===== config.mk =====
export PLATFORM = sky130hd
export DESIGN_NAME = noise_voice_sched
export DESIGN_NICKNAME = d
export VERILOG_FILES = /design/src/rtl/noise_voice_sched.sv
export SDC_FILE = /design/constraint.sdc
export NUM_CORES = 1
export LEC_CHECK = 0
export BUFFER_PORTS_ARGS = -buffer_cell sky130_fd_sc_hd__buf_2
export CORE_MARGIN = 2
export CORE_UTILIZATION = 53
export CTS_CLUSTER_SIZE = 28
export DETAILED_ROUTE_END_ITERATION = 12
export GPL_ROUTABILITY_DRIVEN = 0
export PLACE_DENSITY = 0.77
export SYNTH_ARGS = -nofsm -noshare
export SYNTH_HDL_FRONTEND = slang
export SYNTH_SLANG_ARGS = --single-unit

===== constraint.sdc =====
create_clock -name clk -period 3 [get_ports clk]
set_input_delay 0.3 -clock clk [delete_from_list [all_inputs] [get_ports clk]]
set_output_delay 0.3 -clock clk [all_outputs]
set_load 0.02 [all_outputs]

===== src/rtl/noise_voice_sched.sv =====
// Round-robin scheduler sharing one 62-bit LFSR noise generator between NVOICE voices.
// Optional feature: define NOISE_SCHED_PRIO_EN to make voice 0 a fixed highest-priority requester.
module noise_voice_sched #(
    parameter int          NVOICE = 4,
    parameter int          DSZ    = 18,
    parameter int          STEPS  = 18,
    parameter logic [61:0] SEED   = 62'h36587D435AA26465
) (
    input  logic                 clk,
    input  logic                 rst_n,
    input  logic [NVOICE-1:0]    req,
    output logic [NVOICE-1:0]    ack,
    output logic [DSZ-1:0]       sample,
    output logic [$clog2(NVOICE)-1:0] sample_vid,
    output logic                 busy
);

    localparam int IDW = $clog2(NVOICE);
    localparam int CW  = 5;

    typedef enum logic [1:0] {
        IDLE    = 2'd0,
        SHIFT   = 2'd1,
        DELIVER = 2'd2
    } state_t;

    state_t            state_q, state_d;
    logic [61:0]       sr_q, sr_d;
    logic [CW-1:0]     cnt_q, cnt_d;
    logic [IDW-1:0]    grant_q, grant_d;
    logic [IDW-1:0]    last_q, last_d;
    logic [NVOICE-1:0] ack_q, ack_d;
    logic [DSZ-1:0]    sample_q, sample_d;
    logic [IDW-1:0]    vid_q, vid_d;

    logic              pick_found;
    logic [IDW-1:0]    pick;
    logic              fb;

    assign fb = sr_q[61] ^ sr_q[60] ^ sr_q[5] ^ sr_q[4];

    // Arbitration: first requesting voice after the most recently served one.
`ifdef NOISE_SCHED_PRIO_EN
    always_comb begin
        pick_found = 1'b0;
        pick       = '0;
        if (req[0]) begin
            pick_found = 1'b1;
        end else begin
            for (int i = 1; i < NVOICE; i++) begin
                int idx;
                idx = ((int'(last_q) - 1 + i) % (NVOICE - 1)) + 1;
                if (!pick_found && req[IDW'(idx)]) begin
                    pick_found = 1'b1;
                    pick       = IDW'(idx);
                end
            end
        end
    end
`else
    always_comb begin
        pick_found = 1'b0;
        pick       = '0;
        for (int i = 1; i <= NVOICE; i++) begin
            int idx;
            idx = (int'(last_q) + i) % NVOICE;
            if (!pick_found && req[IDW'(idx)]) begin
                pick_found = 1'b1;
                pick       = IDW'(idx);
            end
        end
    end
`endif

    always_comb begin
        state_d  = state_q;
        sr_d     = sr_q;
        cnt_d    = cnt_q;
        grant_d  = grant_q;
        last_d   = last_q;
        ack_d    = '0;
        sample_d = sample_q;
        vid_d    = vid_q;
        case (state_q)
            IDLE: begin
                if (sr_q == 62'd0) begin
                    sr_d = SEED;
                end
                if (pick_found) begin
                    grant_d = pick;
                    cnt_d   = CW'(STEPS - 1);
                    state_d = SHIFT;
                end
            end
            SHIFT: begin
                sr_d  = {sr_q[60:0], fb};
                cnt_d = cnt_q - 1'b1;
                // Load the outputs on the final step so they are valid during DELIVER.
                if (cnt_q == '0) begin
                    sample_d       = sr_d[DSZ-1:0];
                    vid_d          = grant_q;
                    ack_d[grant_q] = 1'b1;
                    state_d        = DELIVER;
                end
            end
            DELIVER: begin
`ifdef NOISE_SCHED_PRIO_EN
                if (grant_q != '0) begin
                    last_d = grant_q;
                end
`else
                last_d = grant_q;
`endif
                state_d = IDLE;
            end
            default: begin
                state_d = IDLE;
            end
        endcase
    end

    always_ff @(posedge clk or negedge rst_n) begin
        if (!rst_n) begin
            state_q  <= IDLE;
            sr_q     <= SEED;
            cnt_q    <= '0;
            grant_q  <= '0;
            last_q   <= IDW'(NVOICE - 1);
            ack_q    <= '0;
            sample_q <= '0;
            vid_q    <= '0;
        end else begin
            state_q  <= state_d;
            sr_q     <= sr_d;
            cnt_q    <= cnt_d;
            grant_q  <= grant_d;
            last_q   <= last_d;
            ack_q    <= ack_d;
            sample_q <= sample_d;
            vid_q    <= vid_d;
        end
    end

    assign ack        = ack_q;
    assign sample     = sample_q;
    assign sample_vid = vid_q;
    assign busy       = (state_q != IDLE);

endmodule


==> impl_summary.md, run 1 <==
Clocking
In this run the number of H-tree levels came out at 3. The number of CTS-inserted buffers is 9. The tree is rooted in a sky130_fd_sc_hd__clkbuf_8.

The tree built by TritonCTS fans out to 97 sinks. After clock tree synthesis, the clock-pin slew on the worst setup and hold paths is around 0.1 ns. The longest clock path from root to sink contains 2 buffers. The worst-skew pair later-pin latency is between 0.3 and 0.4 ns.

The post-CTS repair timing setup buffer count is 0. TritonCTS built the clock tree. The number of hold buffers added after CTS was 0. Once the clock tree was built, the resizer swapped 0 gates to a different size.

Synth
Summing the sequential cell areas from Yosys gives 62.5% of the chip area. The number of storage elements in the synthesis netlist is 97. The net count after synthesis is 385. The average instance in the mapped netlist occupies 10.5 sq um. The synthesized netlist contains 33 unique library cells. The number of synthesis warnings is 0.

The cell count after synthesis came out at 377. The mapped cell area is 0.00395 sq mm.

Power and ir drop
For this design the total switching power over the nets is 0.00200 W. The clock network fraction of total power is between 15 and 20%. The highest ir drop seen on vdd is 0.000390 V. Per report_power, the combinational group accounts for between 30% and 40% of the total. Summed over all cells, the static leakage comes to 2.11 nW.

Net switching is 37.3% of the power. Sequential cells account for 49.6% of the total power. Cell internal power was estimated by the tool at ~0.0034 W. Dividing total power by cell area gives a power density of roughly 1200 mW/mm^2.

Critical path
The slowest cell on the critical path is sky130_fd_sc_hd__nor4b_1. The setup check on the worst reg-to-reg path leaves a slack of about 0.8 ns. At the worst endpoint, the arrival time is about 2.5 ns.

The cell count along the critical path is 7. The logic depth of the worst register-to-register path is 7. The nature of the critical path startpoint is a register.

The critical path is of the reg2reg type. The kind of cell with the highest combined delay along the critical path is buffers and inverters. Traced cell by cell, the critical path runs through inv_1 > ha_1 > nor4b_1 > nand2_1 > buf_4 > inv_1 > mux2_2.

The nature of the critical path endpoint is a register. Of all nets on the critical path, the largest fanout is 22. The required time at the endpoint of the critical path is 3.25 ns. The number of buffer and inverter instances along the worst setup path is 3. Counting stages on the worst path, the most repeated cell is sky130_fd_sc_hd__inv_1. The end of the worst register-to-register path is sample[0].

The longest individual stage delay on the worst path is 0.43 ns. The startpoint identified for the worst register-to-register timing path is cnt_q[0].

Global routing
The number of global-route vias before repair is 2692. For met1 alone, demand over resource in global routing was 27.1%. The met3 layer usage reported by global route is under 10%. In the global route stage, overall resource usage came out at 19.6%. The global-route wire length before repair is 12900 um.

Entering global routing, the biggest net connects 94 pins. The met2 usage is 31.3%. The remaining global-route overflow is 0. The number of antenna violations at the first check in global routing is 0.

The layer flagged by global routing as most heavily used is met2.

Die
The die boundary width is roughly 90 um. The I/O pin total is 31. The vertical extent of the die is 90.3 um. After floorplanning, the core was divided into 31 placement rows. The initial utilization of the core area, before any placement, comes to 54.5%. The core footprint is 0.00725 sq mm. The full die area is about 0.008 sq mm.

Layout
From synthesis to final layout, the design area changed by 11.1%. The net count of the finished layout is 415. The count of fill cells added during filler insertion is 596. The diode insertion count for antenna repair is 0. The utilization after layout is ~60%.

The post-route netlist has 29.4% of its cells at a drive strength greater than 1.

Hold path
The path type of the worst min-delay path is in2async.

Route
The detailed-route via count is 2746. After detailed routing, the total wire length is 7310 um. The mean number of vias per cell is roughly 5.4.

In this run, the number of DRC markers left after iteration 0 of detailed routing was 173. In the routed design, unresolved DRC markers number 0. After detailed routing, the average wire length per cell comes to 14.3 um. The detail route stage leaves a number of antenna-violating nets equal to 0. The first detailed-routing pass took 4 iterations.

Timing
Headroom to the max-slew limit came out at around a quarter. In the final timing run, aggregate negative setup slack is 0 ns. Subtracting the final worst setup slack from the clock period gives 2.21 ns. Setup repair after global routing left no endpoint under its margin. Clock skew on the completed layout was measured at 0.0148 ns. The transition time at the pin with the least slew margin is 1.11 ns. The final-report max-slew violation count came to 0. Setup violations remaining at the end of the flow were counted as 0.

The count of endpoints failing hold in the final timing report is 0. For this run, the top clock speed supported by timing is 0.453 GHz. The share of the cycle needed by the critical path after routing is about 74%.

Place
The count of port buffers added during placement is 30. The HPWL after detailed placement is between 4000 and 5000 um.

Job
Across the run, the number of max-cap violations was 0.

Outcome
The flow ran to the end, and the final reports show no timing, DRC or antenna violations.
-- power by group through the flow --
stage | sequential [W] | combinational, W | clock, W
2_1_floorplan | 0.00266 | 0.00135 | 0
3_3_place_gp | 0.00265 | 0.00181 | 0
3_5_place_dp | 0.00267 | 0.00188 | 0
4_1_cts | 0.00265 | 0.00188 | 0.000862
5_1_grt | 0.00275 | 0.00210 | 0.000913
6_report | 0.00265 | 0.00186 | 0.000840
-- how the worst max path moves through the flow --
stage | endpoint | startpoint
3_5_place_dp | sample[0] | cnt_q[0]
6_report | sample[0] | cnt_q[0]
4_1_cts | sample[0] | cnt_q[0]
3_3_place_gp | sample[0] | cnt_q[0]
2_1_floorplan | sample[0] | cnt_q[0]
5_1_grt | sample[7] | cnt_q[1]
-- cell families (layout without fill, tap and decap cells) --
logic type | after synthesis | in the layout | share of synthesized area (%)
multiplexers | 3 | 3 | 0.855
buffers and inverters | 24 | 59 | 2.91
flip-flops | 97 | 97 | 62.5
AND/OR/NAND/NOR | 202 | 202 | 21.6
adder cells (fa/ha/maj) | 2 | 2 | 0.633
XOR/XNOR | 5 | 5 | 1.11
AO/OA/AOI/OAI | 44 | 44 | 10.5
-- state kept, by name, summed over array words and instances, names as in the netlist --
name and cells:
cnt_q 5, ack 4, sample 18, state_q 2, grant_q 2, sample_vid 2
last_q 2, sr_q 62
-- layer usage --
metal / vias to the layer above / share of wire [%] / wire, um
met2: 54 / 47 / 3470
li1: 1331 / - / -
met5: - / 0 / 0
met4: 0 / 1.3 / 96
met1: 1350 / 48 / 3480
met3: 11 / 3.6 / 263
-- placed cells by master, fill, tap and decap left out, types with 6 or more instances in the layout --
cell type,count
sky130_fd_sc_hd__dfstp_2,32
sky130_fd_sc_hd__inv_1,6
sky130_fd_sc_hd__buf_4,8
sky130_fd_sc_hd__dfrtp_1,65
sky130_fd_sc_hd__buf_2,29
sky130_fd_sc_hd__o22a_2,29
sky130_fd_sc_hd__nor4_1,16
sky130_fd_sc_hd__clkbuf_8,10
sky130_fd_sc_hd__nand2_1,158
sky130_fd_sc_hd__nor2_1,7
-- Yosys cell counts (all sizes together) --
cell type  count  area share [%]
nand2        158              15
dfrtp         65              41
dfstp         32              21
o22a          29             7.3
nor4          16             2.5
buf            9             1.5
clkbuf         9            0.86
nor2           7            0.67
inv            6            0.57
a21oi          4            0.51
nand4          4            0.63
nor3           4            0.51
o21ai          4            0.51
xnor2          4            0.89
mux2           3            0.86
nand2b         3            0.48
ha             2            0.63
nor2b          2            0.32
nor3b          2            0.38
nor4b          2            0.44
or2            2            0.32
a21boi         1            0.19
a2bb2oi        1            0.38
a311o          1            0.25
a31oi          1            0.16
and3           1            0.16
nand3          1            0.13
o21bai         1            0.19
o32ai          1            0.22
o41ai          1            0.70
xor2           1            0.22
-- per-stage QoR --
step	cell area [sq um]	hold WS, ns	worst slack (ns)	cells	power [W]
after global placement	4190	0.452	0.832	495	0.00446
after floorplan	3950	0.00441	1.36	377	0.00400
after global routing	4390	0.249	0.604	511	0.00576
after CTS	4390	0.182	0.787	511	0.00540
after detailed placement	4190	0.458	0.804	495	0.00455
final	4390	0.147	0.793	511	0.00535
-- final cells by class --
type / count / area, sq um / area share, %
Timing Repair Buffer: 37 / 205 / 4.68
Tap cell: 99 / 124 / 2.82
Multi-Input combinational cell: 256 / 1370 / 31.3
Clock inverter: 4 / 51.3 / 1.17
Clock buffer: 12 / 145 / 3.31
Sequential cell: 97 / 2470 / 56.2
Inverter: 6 / 22.5 / 0.513
No activity file was read; power rests on OpenSTA's default activity.
==> inputs of run 2 (changes only) <==
PLACE_DENSITY = 0.8   (was 0.77)
clock period = 1.88 ns   (was 3 ns; I/O delays follow)
==> run 2 against run 1 <==
Critical path depth decreased by 1; utilization increased by 2.5 points; clock power increased by 51%; total power increased by 66%; final area increased by 4.1%; non-clock buffer count increased by 14; clock skew increased by 0.0052 ns; via count increased by 2.9%; clock-buffer cell count decreased by 3; die area unchanged; sequential power increased by 62%; critical path type unchanged; highest routed layer unchanged.
==> impl_summary.md, run 2 (synthesis gave the netlist of run 1 again) <==
Hold path
The cell count of the worst hold path is 3. The critical hold path startpoint is req[3]. The end point of the most critical hold path is grant_q[1]. The path type of the worst min-delay path is in2reg.

Global routing
The global-route wire length before repair is 13600 um (+6.0%). The pin count of the biggest net entering global routing came to 42 (-55%). The total routing resource utilization after global routing is 20.9% (+1.3 points). The number of antenna violations at the first check in global routing came to 0 (unchanged). The remaining global-route overflow is 0 (unchanged). The number of global-route vias before repair was 2831 (+5.2%).

Route
The mean number of vias per cell is 5.38 (+0.13%). The final wirelength came to 7820 um (+7.0%). The count of unresolved DRC violations after routing is 0 (unchanged). The number of design-rule violations left by the first detailed-router iteration is 159 (-8.1%). The routed length per instance is 14.9 um (+4.1%). The count of TritonRoute iterations in the first routing pass is 5 (+1). The detailed-route via count was 2825 (+2.9%). The number of routed nets with antenna violations is 0 (unchanged).

Layout
The count of fill cells added during filler insertion is 563 (-5.5%). The library cell used most frequently in the layout, excluding fill and tap cells, is sky130_fd_sc_hd__nand2_1. The register with the most flip-flops in the final layout is sr_q. The diode insertion count for antenna repair was 0 (unchanged). The ratio of cells with drive above 1 in the final layout is 33.6% (+4.2 points). The number of flip-flops under the largest register name came to 62 (unchanged). The number of nets at the end of the flow is 429 (+3.4%).

The library cells used most frequently in the layout, excluding fill and tap cells, are 158 x sky130_fd_sc_hd__nand2_1, 65 x sky130_fd_sc_hd__dfrtp_1, 32 x sky130_fd_sc_hd__dfstp_2. From synthesis to final layout, the design area changed by 15.6%.

Power and ir drop
The total power per unit cell area was 1940 mW/mm^2 (+59%). The leakage power is 2.19 nW (+3.9%). The portion of total power attributed to combinational logic is 37.4% (+2.7 points).

The register share of total power was 48.2% (-1.4 points). The switching power of the nets was 0.00345 W (+73%). The highest ir drop seen on vdd is 0.000691 V (+77%).

The total design power is 0.00887 W (+66%). The internal power contribution is 0.00542 W (+61%). The share of total power consumed by net switching was 38.9% (+1.6 points). The clock network fraction of total power is 14.3% (-1.4 points).

Timing
The transition time at the pin with the least slew margin came to 0.532 ns (-0.573 ns). The final-report max-slew violation count is 0 (unchanged). The minimum period implied by the final worst setup slack came to 1.85 ns (-0.361 ns).

The setup slack of the critical path after layout came to 0.0337 ns (-0.759 ns). The maximum achievable frequency is 0.542 GHz (+20%). The worst relative slew slack is 64.5% (+38 points).

Setup repair after global routing could not meet its margin everywhere. The maximum clock skew at final layout is 0.0199 ns (+0.00516 ns). The count of endpoints failing hold in the final timing report came to 0 (unchanged).

The final-report setup violation count is 0 (unchanged). The share of the cycle needed by the critical path after routing is 98.2% (+25 points).

Place
The post-DP HPWL was 5340 um (+11%). The worst slack at placement is -0.0443 ns (-0.848 ns). The count of port buffers added during placement came to 30 (unchanged).

Clocking
The worst-skew pair later-pin latency is 0.37 ns (about the same). The buffer cell driving the clock tree root is sky130_fd_sc_hd__clkbuf_8. The H-tree depth reported by CTS was 3 (unchanged). The number of CTS-inserted buffers was 9 (unchanged). The clock-pin slew on the worst setup and hold paths came to 0.10 ns (about the same). The number of sinks handled by clock tree synthesis is 97 (unchanged). TritonCTS built the clock tree. The maximum clock path buffer count is 2 (unchanged).

Job
The number of maximum-capacitance constraint violations came to 0 (unchanged).

Die
The I/O pin total is 31 (unchanged). The site row count is 31 (unchanged). The initial standard-cell utilization of the core was 54.5% (unchanged).

The core footprint was 0.00725 sq mm (unchanged). The vertical extent of the die is 90.3 um (unchanged). The die boundary width is 90.3 um (unchanged). The full die area is 0.00816 sq mm (unchanged).

Critical path
The worst setup path is captured at a register. The top fanout value on the critical path is 9 (-59%). The first element of the critical path is sr_q[1]. The worst register-to-register path begins at sr_q[1]. The end of the worst register-to-register path is sr_q[25]. The required time at the endpoint of the critical path came to 2.19 ns (-1.06 ns). The arrival time of data at the critical path endpoint is 2.16 ns (-0.29 ns). The logic depth of the worst register-to-register path is 6 (-1).

The nature of the critical path startpoint is a register. The worst reg-to-reg setup slack is 0.03 ns (-0.76 ns). The class of the most critical setup path is reg2reg.

Outcome
The run finished with clean final reports.
## run 2: changes by cell type in the layout (fill, tap and decap cells not counted), sizes merged
cell,delta
dlygate4sd3,+1
inv,+4
clkbuf,-3
bufinv,-1
buf,+13
## run 2: final cells by class
cell class | instances | area, sq um | share of cell area [%]
multi-input combinational | 256 | 1430 | 31.4
timing repair buffer | 51 | 337 | 7.37
inverter | 6 | 22.5 | 0.493
clock inverter | 7 | 58.8 | 1.29
sequential | 97 | 2470 | 54.0
clock buffer | 9 | 124 | 2.71
tap | 99 | 124 | 2.71
## run 2: power by group through the flow
stage,clock network [W],logic [W],registers [W]
finish,0.00127,0.00332,0.00428
global route,0.00138,0.00372,0.00442
CTS,0.00129,0.00327,0.00422
detailed placement,0,0.00323,0.00422
global placement,0,0.00311,0.00418
floorplan,0,0.00215,0.00424
## run 2: per-layer routing
layer	global-route usage [%]	part of all wire, %
met5	0	0
met1	27.6	44
met2	34.3	49
met3	4.42	5.1
met4	8.21	1.0
## run 2: timing repair
action | CTS | global route
pin swaps | 0 | 2
hold endpoints to repair | 18 | 0
hold buffers | 1 | 0
gates resized for setup | 5 | 9
setup buffers | 0 | 1
endpoints found under the setup margin | 31 | 39
cloned | 0 | 1
## run 2: metrics by stage
| stage | util, % | area, sq um | cells | TNS, ns | hold WS [ns] |
|---|---|---|---|---|---|
| floorplan | - | 3950 | 377 | 0 | -0.108 |
| global placement | 59.1 | 4290 | 506 | -0.907 | 0.196 |
| detailed placement | 59.1 | 4290 | 506 | -0.585 | 0.203 |
| CTS | 62.2 | 4510 | 523 | 0 | 0.188 |
| global route | 63.0 | 4570 | 525 | -0.0628 | 0.198 |
| finish | 63.0 | 4570 | 525 | 0 | 0.189 |
## run 2: worst max-delay path by stage
stage                 to  slack [ns]  depth (start not counted)
2_1_floorplan  sample[0]        0.24                          6
3_3_place_gp    sr_q[40]       -0.05                          7
3_5_place_dp    sr_q[25]       -0.04                          7
4_1_cts         sr_q[23]        0.03                          5
5_1_grt         sr_q[58]       -0.01                          6
6_report        sr_q[25]        0.03                          6
## run 2: worst max-delay path: stages (launching register included)
cell                      delay, ns
sky130_fd_sc_hd__dfrtp_1       0.43
sky130_fd_sc_hd__nor4_2        0.33
sky130_fd_sc_hd__nand4_1       0.19
sky130_fd_sc_hd__o41ai_4       0.39
sky130_fd_sc_hd__buf_4         0.19
sky130_fd_sc_hd__buf_8         0.13
sky130_fd_sc_hd__o22a_2        0.15
==> inputs of run 3 (changes only) <==
CELL_PAD_IN_SITES_DETAIL_PLACEMENT = 1   (was not set)
CELL_PAD_IN_SITES_GLOBAL_PLACEMENT = 1   (was not set)
CORE_UTILIZATION = 50   (was 53)
PLACE_DENSITY = 0.88   (was 0.8)
SETUP_SLACK_MARGIN = 0.1   (was not set)
clock period = 2.35 ns   (was 1.88 ns; I/O delays follow)
==> run 3 against run 2 <==
Final cell count shrank 1.5%; sequential share of layout area grew 1.5 points; die area grew 5.7%; clock skew shrank 0.00079 ns; non-clock buffer count shrank 11; first-iteration DRC count is the same; via count grew 3.9%; total power shrank 19%.
==> impl_summary.md, run 3 (synthesis gave the netlist of run 1 again) <==
Outcome
The run finished with clean final reports.

Layout
The count of fill cells added during filler insertion is 856 (+52%). The ratio of cells with drive above 1 in the final layout is 30.1% (-3.4 points). The register with the most flip-flops is sr_q. The diode insertion count for antenna repair is 0 (unchanged). The most common cell after layout, fill and taps aside is sky130_fd_sc_hd__nand2_1. The relative area change from synthesis to final layout is 12.5%. In the layout the commonest cells are 158 x sky130_fd_sc_hd__nand2_1, 65 x sky130_fd_sc_hd__dfrtp_1, 32 x sky130_fd_sc_hd__dfstp_2. The number of nets at the end of the flow is 418 (-2.6%).

The number of flip-flops under the largest register name is 62 (unchanged).

Global routing
The number of global-route vias before repair was 3148 (+11%). The total routing resource utilization after global routing was 25.0% (+4.1 points). The pin count of the biggest net entering global routing came to 66 (+57%). The number of antenna violations at the first check in global routing is 0 (unchanged). The remaining global-route overflow is 0 (unchanged). The global-route wire length before repair was 16400 um (+20%).

Timing
The share of the cycle needed by the critical path after routing is 92.7% (-5.5 points). The minimum period implied by the final worst setup slack is 2.18 ns (+0.332 ns). The transition time at the pin with the least slew margin is 0.508 ns (-0.0237 ns). The maximum achievable frequency is 0.459 GHz (-15%). The count of endpoints failing hold in the final timing report came to 0 (unchanged).

The minimum hold slack is 0.253 ns (+0.0640 ns). The final-report max-slew violation count is 0 (unchanged). Setup repair after global routing left no endpoint under its margin. The maximum clock skew at final layout is 0.0191 ns (-0.000786 ns). The final-report setup violation count is 0 (unchanged). The worst relative slew slack was 65.6% (+1.1 points). The final sum of negative setup slack is 0 ns (unchanged).

Die
The initial standard-cell utilization of the core is 51.4% (-3.1 points). The vertical extent of the die is 92.9 um (+2.8%). The core footprint is 0.00769 sq mm (+6.0%).

The die boundary width is 92.9 um (+2.8%). The site row count is 32 (+3.2%). The I/O pin total is 31 (unchanged). The full die area is 0.00863 sq mm (+5.7%).

Critical path
The class of the most critical setup path is reg2reg. Traced cell by cell, the critical path runs through nor4_1 > nand4_1 > o41ai_4 > buf_4 > o22a_2. The required time at the endpoint of the critical path is 2.66 ns (+0.47 ns).

The top fanout value on the critical path is 24 (+15). STA classifies the critical path startpoint as a register. For this design, the slowest cell found on the critical path is sky130_fd_sc_hd__o41ai_4. The longest individual stage delay on the worst path is 0.43 ns (about the same). The arrival time of data at the critical path endpoint is 2.49 ns (+0.33 ns). STA classifies the critical path endpoint as a register.

Power and ir drop
The highest ir drop seen on vdd came to 0.000618 V (-11%). The total design power is 0.00719 W (-19%). The leakage power is 2.14 nW (-2.5%). The total power per unit cell area was 1620 mW/mm^2 (-17%).

Place
The post-DP HPWL came to 6390 um (+20%). The count of port buffers added during placement is 30 (unchanged).

Job
The number of maximum-capacitance constraint violations was 0 (unchanged).

Route
The count of unresolved DRC violations after routing is 0 (unchanged). The count of TritonRoute iterations in the first routing pass was 4 (-1). The final wirelength is 9940 um (+27%).

The number of routed nets with antenna violations is 0 (unchanged). The detailed-route via count came to 2936 (+3.9%). The highest layer touched by signal routing is met4.

The number of design-rule violations left by the first detailed-router iteration is 159 (unchanged). The routed length per instance was 19.2 um (+29%). The mean number of vias per cell is 5.68 (+5.5%). The total length of routed met2 wires was 5180 um (+34%). The routed length on met3 was 309 um (-23%). The sum of routed wire segments on met1 is 4240 um (+22%).

Clocking
The post-CTS repair timing setup buffer count is 0 (unchanged). The worst-skew pair later-pin latency is 0.37 ns (about the same). The clock-pin slew on the worst setup and hold paths is 0.09 ns (about the same). The TritonCTS clock tree is done. The number of sinks handled by clock tree synthesis is 97 (unchanged). The tree is rooted in a sky130_fd_sc_hd__clkbuf_8. The maximum clock path buffer count is 2 (unchanged). The H-tree depth reported by CTS is 3 (unchanged). The number of CTS-inserted buffers was 9 (unchanged).

Hold path
The path type of the worst min-delay path is in2reg.
==> run 3: cell types whose count changed in the layout (fill, tap and decap cells not counted), moves of 2 or more <==
cell	before	now
sky130_fd_sc_hd__buf_4	18	9
sky130_fd_sc_hd__nor4_1	11	15
sky130_fd_sc_hd__nor4_2	5	1
sky130_fd_sc_hd__inv_6	4	1
sky130_fd_sc_hd__clkbuf_8	9	11
sky130_fd_sc_hd__nor4b_1	0	2
sky130_fd_sc_hd__nor4b_4	2	0
==> run 3: metal layers <==
layer	global-route usage [%]	up-vias
met4	9.68	0
met5	0	-
met3	4.80	19
met2	43.1	72
li1	-	1324
met1	31.1	1521
==> run 3: layout make-up <==
class	instances	area (sq um)	area share, %
clock buffers	12	155	3.49
clock inverters	4	48.8	1.10
repair buffers	40	243	5.46
flip-flops and latches	97	2470	55.5
inverters	6	22.5	0.507
multi-input cells	256	1380	31.0
well taps	102	128	2.87
==> run 3: final timing paths <==
path / slack [ns] / startpoint / depth (start not counted) / endpoint
max: 0.17 / sr_q[45] / 5 / sr_q[43]
min: 0.25 / req[3] / 3 / grant_q[1]
max reg2reg: 0.17 / sr_q[45] / 5 / sr_q[43]
min reg2reg: 0.48 / sample[13] / 2 / sample[13]
max in group asynchronous: 1.27 / rst_n / 3 / sr_q[17]
min in group asynchronous: 0.34 / rst_n / 2 / sample[12]
==> run 3: repair_timing <==
item	4_1_cts	5_1_grt
gates resized for setup	0	1
hold buffers	1	0
hold endpoints to repair	30	0
endpoints found under the setup margin	0	24
==> run 3: power by group <==
part           total (W)  internal, W  switching, W
clock network    0.00113     0.000552      0.000579
registers        0.00347      0.00269      0.000778
logic            0.00259      0.00109       0.00149
==> run 3: worst max-delay path: cells and delay by family (launching register included) <==
family          cells  cell delay, ns
buf+inv             1            0.34
flops               1            0.39
simple gates        2            0.74
compound gates      2            0.63
==> run 3: stage by stage <==
stage | worst slack [ns] | area (sq um) | instances | utilization, %
floorplan | 0.706 | 3950 | 377 | -
global placement | 0.411 | 4220 | 500 | 54.9
detailed placement | 0.276 | 4220 | 500 | 54.9
CTS | 0.120 | 4440 | 517 | 57.7
global route | 0.139 | 4440 | 517 | 57.8
finish | 0.172 | 4440 | 517 | 57.8
